--- src/rtl/decode_stage.sv ---
// decode_stage: registered instruction decode with valid/ready handshake, 2-entry skid and flush.
module decode_stage #(
  parameter int INSTR_W = 32,
  parameter int REG_W = 4,
  parameter int DATA_W = 32,
  parameter int PC_W = 32,
  parameter logic [4:0] OP_ALU = 5'h00,
  parameter logic [4:0] OP_CMP = 5'h01,
  parameter logic [4:0] OP_JMP = 5'h02,
  parameter logic [4:0] OP_LD = 5'h03,
  parameter logic [4:0] OP_STR = 5'h04,
  parameter logic [4:0] OP_CALL = 5'h05,
  parameter logic [4:0] OP_RET = 5'h06,
  localparam int IMM_W = INSTR_W - 6 - 2 * REG_W,
  localparam int MD_W = INSTR_W - 6 - REG_W
) (
  input  logic               clk,
  input  logic               rst,
  input  logic               flush,
  input  logic               in_valid,
  output logic               in_ready,
  input  logic [INSTR_W-1:0] in_instr,
  input  logic [PC_W-1:0]    in_pc,
  output logic               out_valid,
  input  logic               out_ready,
  output logic [PC_W-1:0]    out_pc,
  output logic [5:0]         out_opcode,
  output logic [REG_W-1:0]   out_rd,
  output logic [REG_W-1:0]   out_rs,
  output logic [REG_W-1:0]   out_rt,
  output logic [DATA_W-1:0]  out_imm,
  output logic [MD_W-1:0]    out_md,
  output logic [8:0]         out_flags
);
  if (IMM_W < 1 || DATA_W < IMM_W) begin : g_width_check
    $error("decode_stage: need IMM_W >= 1 and DATA_W >= IMM_W");
  end
  typedef struct packed {
    logic [PC_W-1:0]   pc;
    logic [5:0]        opcode;
    logic [REG_W-1:0]  rd;
    logic [REG_W-1:0]  rs;
    logic [REG_W-1:0]  rt;
    logic [DATA_W-1:0] imm;
    logic [MD_W-1:0]   md;
    logic [8:0]        flags;
  } dec_t;
  typedef enum logic [1:0] {EMPTY, ONE, TWO} state_t;
  state_t state_q;
  dec_t dec_d, out_q, skid_q;
  logic in_ready_q, out_valid_q;
  logic [4:0] maj;
  logic [6:0] cls;
  logic in_x, out_x;
  always_comb begin
    maj = in_instr[INSTR_W-1 -: 5];
    cls = {maj == OP_RET, maj == OP_CALL, maj == OP_STR, maj == OP_LD,
           maj == OP_JMP, maj == OP_CMP, maj == OP_ALU};
    dec_d.pc = in_pc;
    dec_d.opcode = in_instr[INSTR_W-1 -: 6];
    dec_d.rd = in_instr[INSTR_W-7 -: REG_W];
    dec_d.rs = in_instr[INSTR_W-7-REG_W -: REG_W];
    dec_d.rt = in_instr[INSTR_W-7-2*REG_W -: REG_W];
    dec_d.imm = DATA_W'($signed(in_instr[IMM_W-1:0]));
    dec_d.md = in_instr[MD_W-1:0];
    dec_d.flags = {~|cls, in_instr[INSTR_W-6], cls};
  end
  assign in_x = in_valid && in_ready_q;
  assign out_x = out_valid_q && out_ready;
  // in_ready_q always tracks (next state != TWO), so upstream never sees out_ready combinationally
  always_ff @(posedge clk) begin
    if (rst) begin
      state_q <= EMPTY;
      in_ready_q <= 1'b1;
      out_valid_q <= 1'b0;
      out_q <= '0;
      skid_q <= '0;
    end else if (flush) begin
      state_q <= EMPTY;
      in_ready_q <= 1'b1;
      out_valid_q <= 1'b0;
    end else begin
      case (state_q)
        EMPTY: if (in_x) begin
          out_q <= dec_d;
          out_valid_q <= 1'b1;
          state_q <= ONE;
        end
        ONE: if (in_x && out_x) begin
          out_q <= dec_d;
        end else if (in_x) begin
          skid_q <= dec_d;
          in_ready_q <= 1'b0;
          state_q <= TWO;
        end else if (out_x) begin
          out_valid_q <= 1'b0;
          state_q <= EMPTY;
        end
        TWO: if (out_x) begin
          out_q <= skid_q;
          in_ready_q <= 1'b1;
          state_q <= ONE;
        end
        default: begin
          state_q <= EMPTY;
          in_ready_q <= 1'b1;
          out_valid_q <= 1'b0;
        end
      endcase
    end
  end
  assign in_ready = in_ready_q;
  assign out_valid = out_valid_q;
  assign out_pc = out_q.pc;
  assign out_opcode = out_q.opcode;
  assign out_rd = out_q.rd;
  assign out_rs = out_q.rs;
  assign out_rt = out_q.rt;
  assign out_imm = out_q.imm;
  assign out_md = out_q.md;
  assign out_flags = out_q.flags;
endmodule
--- config.mk ---
export PLATFORM = sky130hd
export DESIGN_NAME = decode_stage
export DESIGN_NICKNAME = d
export VERILOG_FILES = /design/src/rtl/decode_stage.sv
export SDC_FILE = /design/constraint.sdc
export NUM_CORES = 1
export LEC_CHECK = 0
export CORE_MARGIN = 5
export CORE_UTILIZATION = 52
export CTS_CLUSTER_SIZE = 10
export DETAILED_ROUTE_END_ITERATION = 7
export PLACE_DENSITY = 0.84
export REMOVE_ABC_BUFFERS = 1
export SETUP_SLACK_MARGIN = 0.5
export SYNTH_ARGS = -nofsm -noshare
export SYNTH_HDL_FRONTEND = slang
export SYNTH_SLANG_ARGS = --single-unit
--- constraint.sdc ---
create_clock -name clk -period 4.47 [get_ports clk]
set_input_delay 1.1175 -clock clk [delete_from_list [all_inputs] [get_ports clk]]
set_output_delay 1.1175 -clock clk [all_outputs]
set_load 0.1 [all_outputs]
==> impl_metrics.ini, run 1 <==
[clocking]
post-cts-setup-buffers = 0
postCtsResizedCells = 0
cts.reportedPaths.clkPinSlew_ns = 0.06
worst_skew_pair.late_latency_ns = 0.42
cts_hold_buf = 0
cts-buffers-inserted = 17
cts_tree = built
clockRootBuffer = sky130_fd_sc_hd__clkbuf_16
clock-sinks = 148
cts_htree_levels = 4
clock_tree.buffer_depth = 2

[run]
maxCapViolations = 0

[global_route]
grt_util_met1_pct = 26.8
use_met2_pct = 38.0
grt-busiest-layer = met2
global_route.usage.total_pct = 22.0
grt_pass1_vias = 5619
wire_length_of_the_first_global_routing_pass_um = 27200
antenna_found_initial = 0
grt_overflow_total = 0
grt_use_met3_pct = 5.18
grt_start_max_net_pins = 87

[timing]
rsz0062_at_grt = no
clock-skew-final_ns = 0.00707
achievable_frequency_ghz = 0.295
finalCriticalPeriod_ns = 3.38
finalHoldViolCount = 0
max_slew_margin_pct = 19.1
timing_max_transition_violations_final = 0
timing.final.crit_share_pct = 75.7
final-setup-viol-count = 0
worstMarginPinSlew_ns = 1.21
setup-tns-final_ns = 0

[floorplan]
dieWidth_um = 124
row_count = 41
initial_core_util_pct = 53.2
die_area_um2 = 15300
floorplan_core_area_um2 = 12700
dieHeight_um = 124
floorplan.io_pins = 184

[drt]
route.final.wire_length_um = 17100
via_per_inst = 5.77
dr.first_iter.drc_count = 503
drt_pre_antenna_iters = 5
wire_per_inst_um = 16.8
vias = 5860
drc = 0
route.antenna.remaining_nets = 0

[synthesis]
synth-seq-area-share_pct = 43.9
most_used_standard_cell_by_instance_count_after_synthesis = sky130_fd_sc_hd__dfxtp_1
post_synth_most_frequent_cells = sky130_fd_sc_hd__dfxtp_1, sky130_fd_sc_hd__a21oi_1, sky130_fd_sc_hd__nand2_1
post_synth.cell_area_avg_um2 = 9.13
synth.largest_area_cell = sky130_fd_sc_hd__dfxtp_1
synth_top_area_share_pct = 43.9
synth-edff-count = 0
async_flop_share_pct = 0
netlist_top_cells_area = sky130_fd_sc_hd__dfxtp_1, sky130_fd_sc_hd__a21oi_1, sky130_fd_sc_hd__mux2i_1
cell_area_after_synthesis_um2 = 6740
synth-main-ff-cell = sky130_fd_sc_hd__dfxtp_1
post_synth_inst_count = 739
flip_flop_and_latch_count_after_synthesis = 148
synth_cell_types = 34
yosysWarningCount = 0

[pwr]
leakage_power_nw = 3.32
irDropWorstVdd_uv = 243
power-per-cell-area_nw_per_um2 = 439
totalPowerFinal_w = 0.00387

[cells_and_area]
stdcell_count = 1016
multi_input_gate_area_in_the_final_layout_um2 = 3120
final_nets = 900
fill_cells = 938
drive_gt1_share_pct = 10.5
insertedDiodeCount = 0
layout.area.seq_um2 = 2960
synthToLayoutAreaGrowth_pct = 30.8

[setup_path]
path_max_fanout = 18
critical_path.slowest_cell = sky130_fd_sc_hd__clkdlybuf4s50_1
critPathLaunchType = register
worst-setup-path-type = reg -> out
crit_arrival_ns = 2.27
ordered_list_of_cells_on_the_worst_path = clkdlybuf4s50_1
data_required_time_of_the_critical_path_ns = 3.35
cp_slowest_stage_delay_ns = 1.24
worst_setup_path_end_kind = output pin
crit_buf_inv = 1
crit_family = buffers and inverters

[placement]
place.port_buffers = 183
dp.final_hpwl_um = 10900
place_inst = 984
gp_congestion = 0.781

[worst_hold_path]
worst_hold_path_type = reg -> reg

[outcome]
run_status = completed
worst paths after layout:
check                    from            to  slack [ns]  depth (start not counted)
setup reg to reg   state_q[1]  out_flags[1]        1.80                          4
hold / removal    skid_q[102]   skid_q[102]        0.45                          2
hold reg to reg   skid_q[102]   skid_q[102]        0.45                          2
setup / recovery  out_imm[30]   out_imm[29]        1.09                          1
through the flow:
stage	setup slack [ns]	instance area (µm²)	hold slack (ns)	utilization, %
finish	1.09	8820	0.452	69.6
global placement	1.20	8220	0.440	64.9
floorplan	-7.88	6060	0.428	-
detailed placement	1.08	8220	0.446	64.9
global route	0.942	8820	0.476	69.6
CTS	1.03	8820	0.453	69.6
where the power goes:
| group | total, W | internal [W] | switching [W] |
|---|---|---|---|
| Sequential | 0.00142 | 0.00138 | 0.0000393 |
| Combinational | 0.00104 | 0.000265 | 0.000771 |
| Clock | 0.00142 | 0.000888 | 0.000530 |
registers in the layout (all words and copies together), names as in the netlist:
| signal | cells |
|---|---|
| out_opcode | 6 |
| out_flags | 8 |
| state_q | 2 |
| in_ready | 1 |
| out_pc | 32 |
| out_valid | 1 |
| out_rs | 4 |
| out_rd | 4 |
| out_rt | 3 |
| out_imm | 15 |
| skid_q | 72 |
cell families (layout without fill, tap and decap cells):
logic type / count (synthesis) / count (layout) / synth area share (%)
DFF: 148 / 148 / 43.9
and+or+nand+nor: 178 / 178 / 11.1
muxes: 65 / 65 / 9.65
buffers and inverters: 119 / 224 / 10.2
AOI/OAI and AO/OA: 229 / 229 / 25.2
cell usage in the layout, fill, tap and decap left out, types with 2 or more instances in the layout:
cell,instances
sky130_fd_sc_hd__and2_1,2
sky130_fd_sc_hd__nand2b_1,3
sky130_fd_sc_hd__buf_4,7
sky130_fd_sc_hd__nor2_1,5
sky130_fd_sc_hd__a21oi_1,146
sky130_fd_sc_hd__clkbuf_8,5
sky130_fd_sc_hd__clkdlybuf4s50_1,182
sky130_fd_sc_hd__or4_1,2
sky130_fd_sc_hd__dfxtp_1,148
sky130_fd_sc_hd__mux2i_1,65
sky130_fd_sc_hd__clkinv_2,7
sky130_fd_sc_hd__a311oi_2,40
sky130_fd_sc_hd__clkbuf_16,17
sky130_fd_sc_hd__bufinv_16,2
sky130_fd_sc_hd__or3_1,6
sky130_fd_sc_hd__a2111oi_0,8
sky130_fd_sc_hd__a311oi_1,25
sky130_fd_sc_hd__nor3_1,13
sky130_fd_sc_hd__nor4_1,3
sky130_fd_sc_hd__nand2_1,138
sky130_fd_sc_hd__buf_12,2
metal layers:
layer	vias up	routed length, µm
met5	-	0
met4	0	297
met3	25	1110
met1	2811	6980
met2	229	8690
li1	2795	-
final cells by class:
class	instances	share of cell area (%)
tap	172	2.44
inverter	1	0.0709
clock buffer	22	5.60
multi-input combinational	472	35.4
clock inverter	10	1.16
sequential	148	33.6
timing repair buffer	191	21.7
Power figures use the tool's default switching activity.
==> inputs of run 2 (changes only) <==
--- a/config.mk
+++ b/config.mk
@@ -6,10 +6,10 @@
 export NUM_CORES = 1
 export LEC_CHECK = 0
 export CORE_MARGIN = 5
-export CORE_UTILIZATION = 52
+export CORE_UTILIZATION = 44
 export CTS_CLUSTER_SIZE = 10
 export DETAILED_ROUTE_END_ITERATION = 7
-export PLACE_DENSITY = 0.84
+export PLACE_DENSITY = 0.76
 export REMOVE_ABC_BUFFERS = 1
 export SETUP_SLACK_MARGIN = 0.5
 export SYNTH_ARGS = -nofsm -noshare
==> constraint.sdc (replaced) <==
create_clock -name clk -period 2.8 [get_ports clk]
set_input_delay 0.7 -clock clk [delete_from_list [all_inputs] [get_ports clk]]
set_output_delay 0.7 -clock clk [all_outputs]
set_load 0.1 [all_outputs]
==> run 2 against run 1 <==
Global-route usage shrank 3.9 points. Via count shrank 5.2%. Sequential share of layout area grew 0.20 points. Register-to-register slack lost 0.90 ns. Non-clock buffer count grew 19. Sequential cell count is the same. Wire length shrank 3.0%. First-iteration DRC count shrank 33%. Worst setup slack lost 0.46 ns. Utilization shrank 12 points.
==> impl_metrics.ini, run 2 (same netlist as run 1, synthesis figures left out) <==
[outcome]
run_status = completed

[drt]
route.antenna.remaining_nets = 0
drt_pre_antenna_iters = 4
wire_per_inst_um = 15.8
dr.first_iter.drc_count = 337
vias = 5556
drc = 0
route.final.wire_length_um = 16600
via_per_inst = 5.30

[clocking]
worst_skew_pair.late_latency_ns = 0.41
cts_tree = built
clockRootBuffer = sky130_fd_sc_hd__clkbuf_16
cts_htree_levels = 4
postCtsResizedCells = 0
cts.reportedPaths.clkPinSlew_ns = 0.05
cts_hold_buf = 0
post-cts-setup-buffers = 0
clock_tree.buffer_depth = 2
cts-buffers-inserted = 17
clock-sinks = 148

[setup_path]
critical_path.slowest_cell = sky130_fd_sc_hd__dfxtp_1
path_max_fanout = 18
ff2ff_path_depth = 4
ordered_list_of_cells_on_the_worst_path = buf_4
crit_buf_inv = 1
crit_arrival_ns = 1.48
worst-setup-path-type = reg -> out
worst_setup_path_end_kind = output pin
cp_slowest_stage_delay_ns = 0.66
data_required_time_of_the_critical_path_ns = 2.10
critical_path.reg2reg.endpoint = out_pc[7]
cp.depth = 1
reg2reg_slack_ns = 0.90
r2r_start = state_q[0]
critPathLaunchType = register
crit_family = flip-flops

[cells_and_area]
final_nets = 919
insertedDiodeCount = 0
largest_reg_flops = 72
synthToLayoutAreaGrowth_pct = 30.0
drive_gt1_share_pct = 25.2
largest-register = skid_q
final_cell_mix = sky130_fd_sc_hd__dfxtp_1, sky130_fd_sc_hd__a21oi_1, sky130_fd_sc_hd__nand2_1, sky130_fd_sc_hd__buf_4, sky130_fd_sc_hd__clkdlybuf4s50_1
layout_commonest_cell = sky130_fd_sc_hd__dfxtp_1
layout.core_utilization_pct = 57.9

[timing]
finalHoldViolCount = 0
timing_max_transition_violations_final = 0
max_slew_margin_pct = 54.3
final-setup-viol-count = 0
timing.final.crit_share_pct = 77.7
finalCriticalPeriod_ns = 2.18
rsz0062_at_grt = no
achievable_frequency_ghz = 0.460
worst_slack_ns = 0.625
clock-skew-final_ns = 0.00460
worstMarginPinSlew_ns = 0.685

[worst_hold_path]
hold_path.startpoint = skid_q[43]
min_path_cells = 2
min_delay_worst_endpoint = skid_q[43]
worst_hold_path_type = reg -> reg

[floorplan]
initial_core_util_pct = 44.5
dieWidth_um = 134
row_count = 45
floorplan_core_area_um2 = 15100
dieHeight_um = 134
floorplan.io_pins = 184
die_area_um2 = 17900

[pwr]
leakage_power_nw = 3.62
totalPowerFinal_w = 0.00613
power-per-cell-area_nw_per_um2 = 699
irDropWorstVdd_uv = 391

[global_route]
grt_start_max_net_pins = 70
grt_pass1_vias = 5228
grt_overflow_total = 0
global_route.usage.total_pct = 18.1
wire_length_of_the_first_global_routing_pass_um = 26800
antenna_found_initial = 0

[run]
maxCapViolations = 0

[placement]
gp_congestion = 0.753
detailedPlace.worstSlack_ns = 0.242
dp.final_hpwl_um = 10900
place.port_buffers = 183
[run 2: metrics by stage]
step                      instances  hold WS, ns  TNS, ns  instance area [µm²]
after floorplan                 621        0.428  -544.05                 6060
after global placement         1019        0.440        0                 8190
after detailed placement       1019        0.446        0                 8190
after CTS                      1049        0.454        0                 8770
after global routing           1049        0.467        0                 8770
final                          1049        0.451        0                 8770
[run 2: worst max path at each step]
stage | start | endpoint | slack [ns]
after floorplan | out_imm[30] | out_imm[30] | -9.29
after global placement | out_ready | out_imm[13] | 0.30
after detailed placement | out_ready | out_pc[26] | 0.24
after global routing | out_imm[30] | out_imm[21] | 0.50
final | out_imm[30] | out_imm[31] | 0.62
after CTS | out_imm[30] | out_imm[31] | 0.58
[run 2: cell type report]
| cell class | count | area [µm²] |
|---|---|---|
| clock buffer | 26 | 509 |
| clock inverter | 4 | 70.1 |
| fill | 1348 | 6380 |
| inverter | 1 | 6.26 |
| multi-input combinational | 472 | 3120 |
| sequential | 148 | 2960 |
| tap | 188 | 235 |
| timing repair buffer | 210 | 1860 |
[run 2: routing by layer]
layer  GRT usage, %  part of all wire, %  up-vias
met5              0                    0        -
met4           5.89                  1.2        0
met3           4.46                  6.0       17
met2           29.2                   48      147
met1           23.9                   45     2560
li1               -                    -     2832
[run 2: where the power goes]
part           leakage, nW  switching (W)  total [W]  internal (W)
Clock                0.286       0.000809    0.00223       0.00142
Combinational         2.13        0.00122    0.00163      0.000410
Sequential            1.21      0.0000672    0.00227       0.00220
Total                 3.62        0.00210    0.00613       0.00403
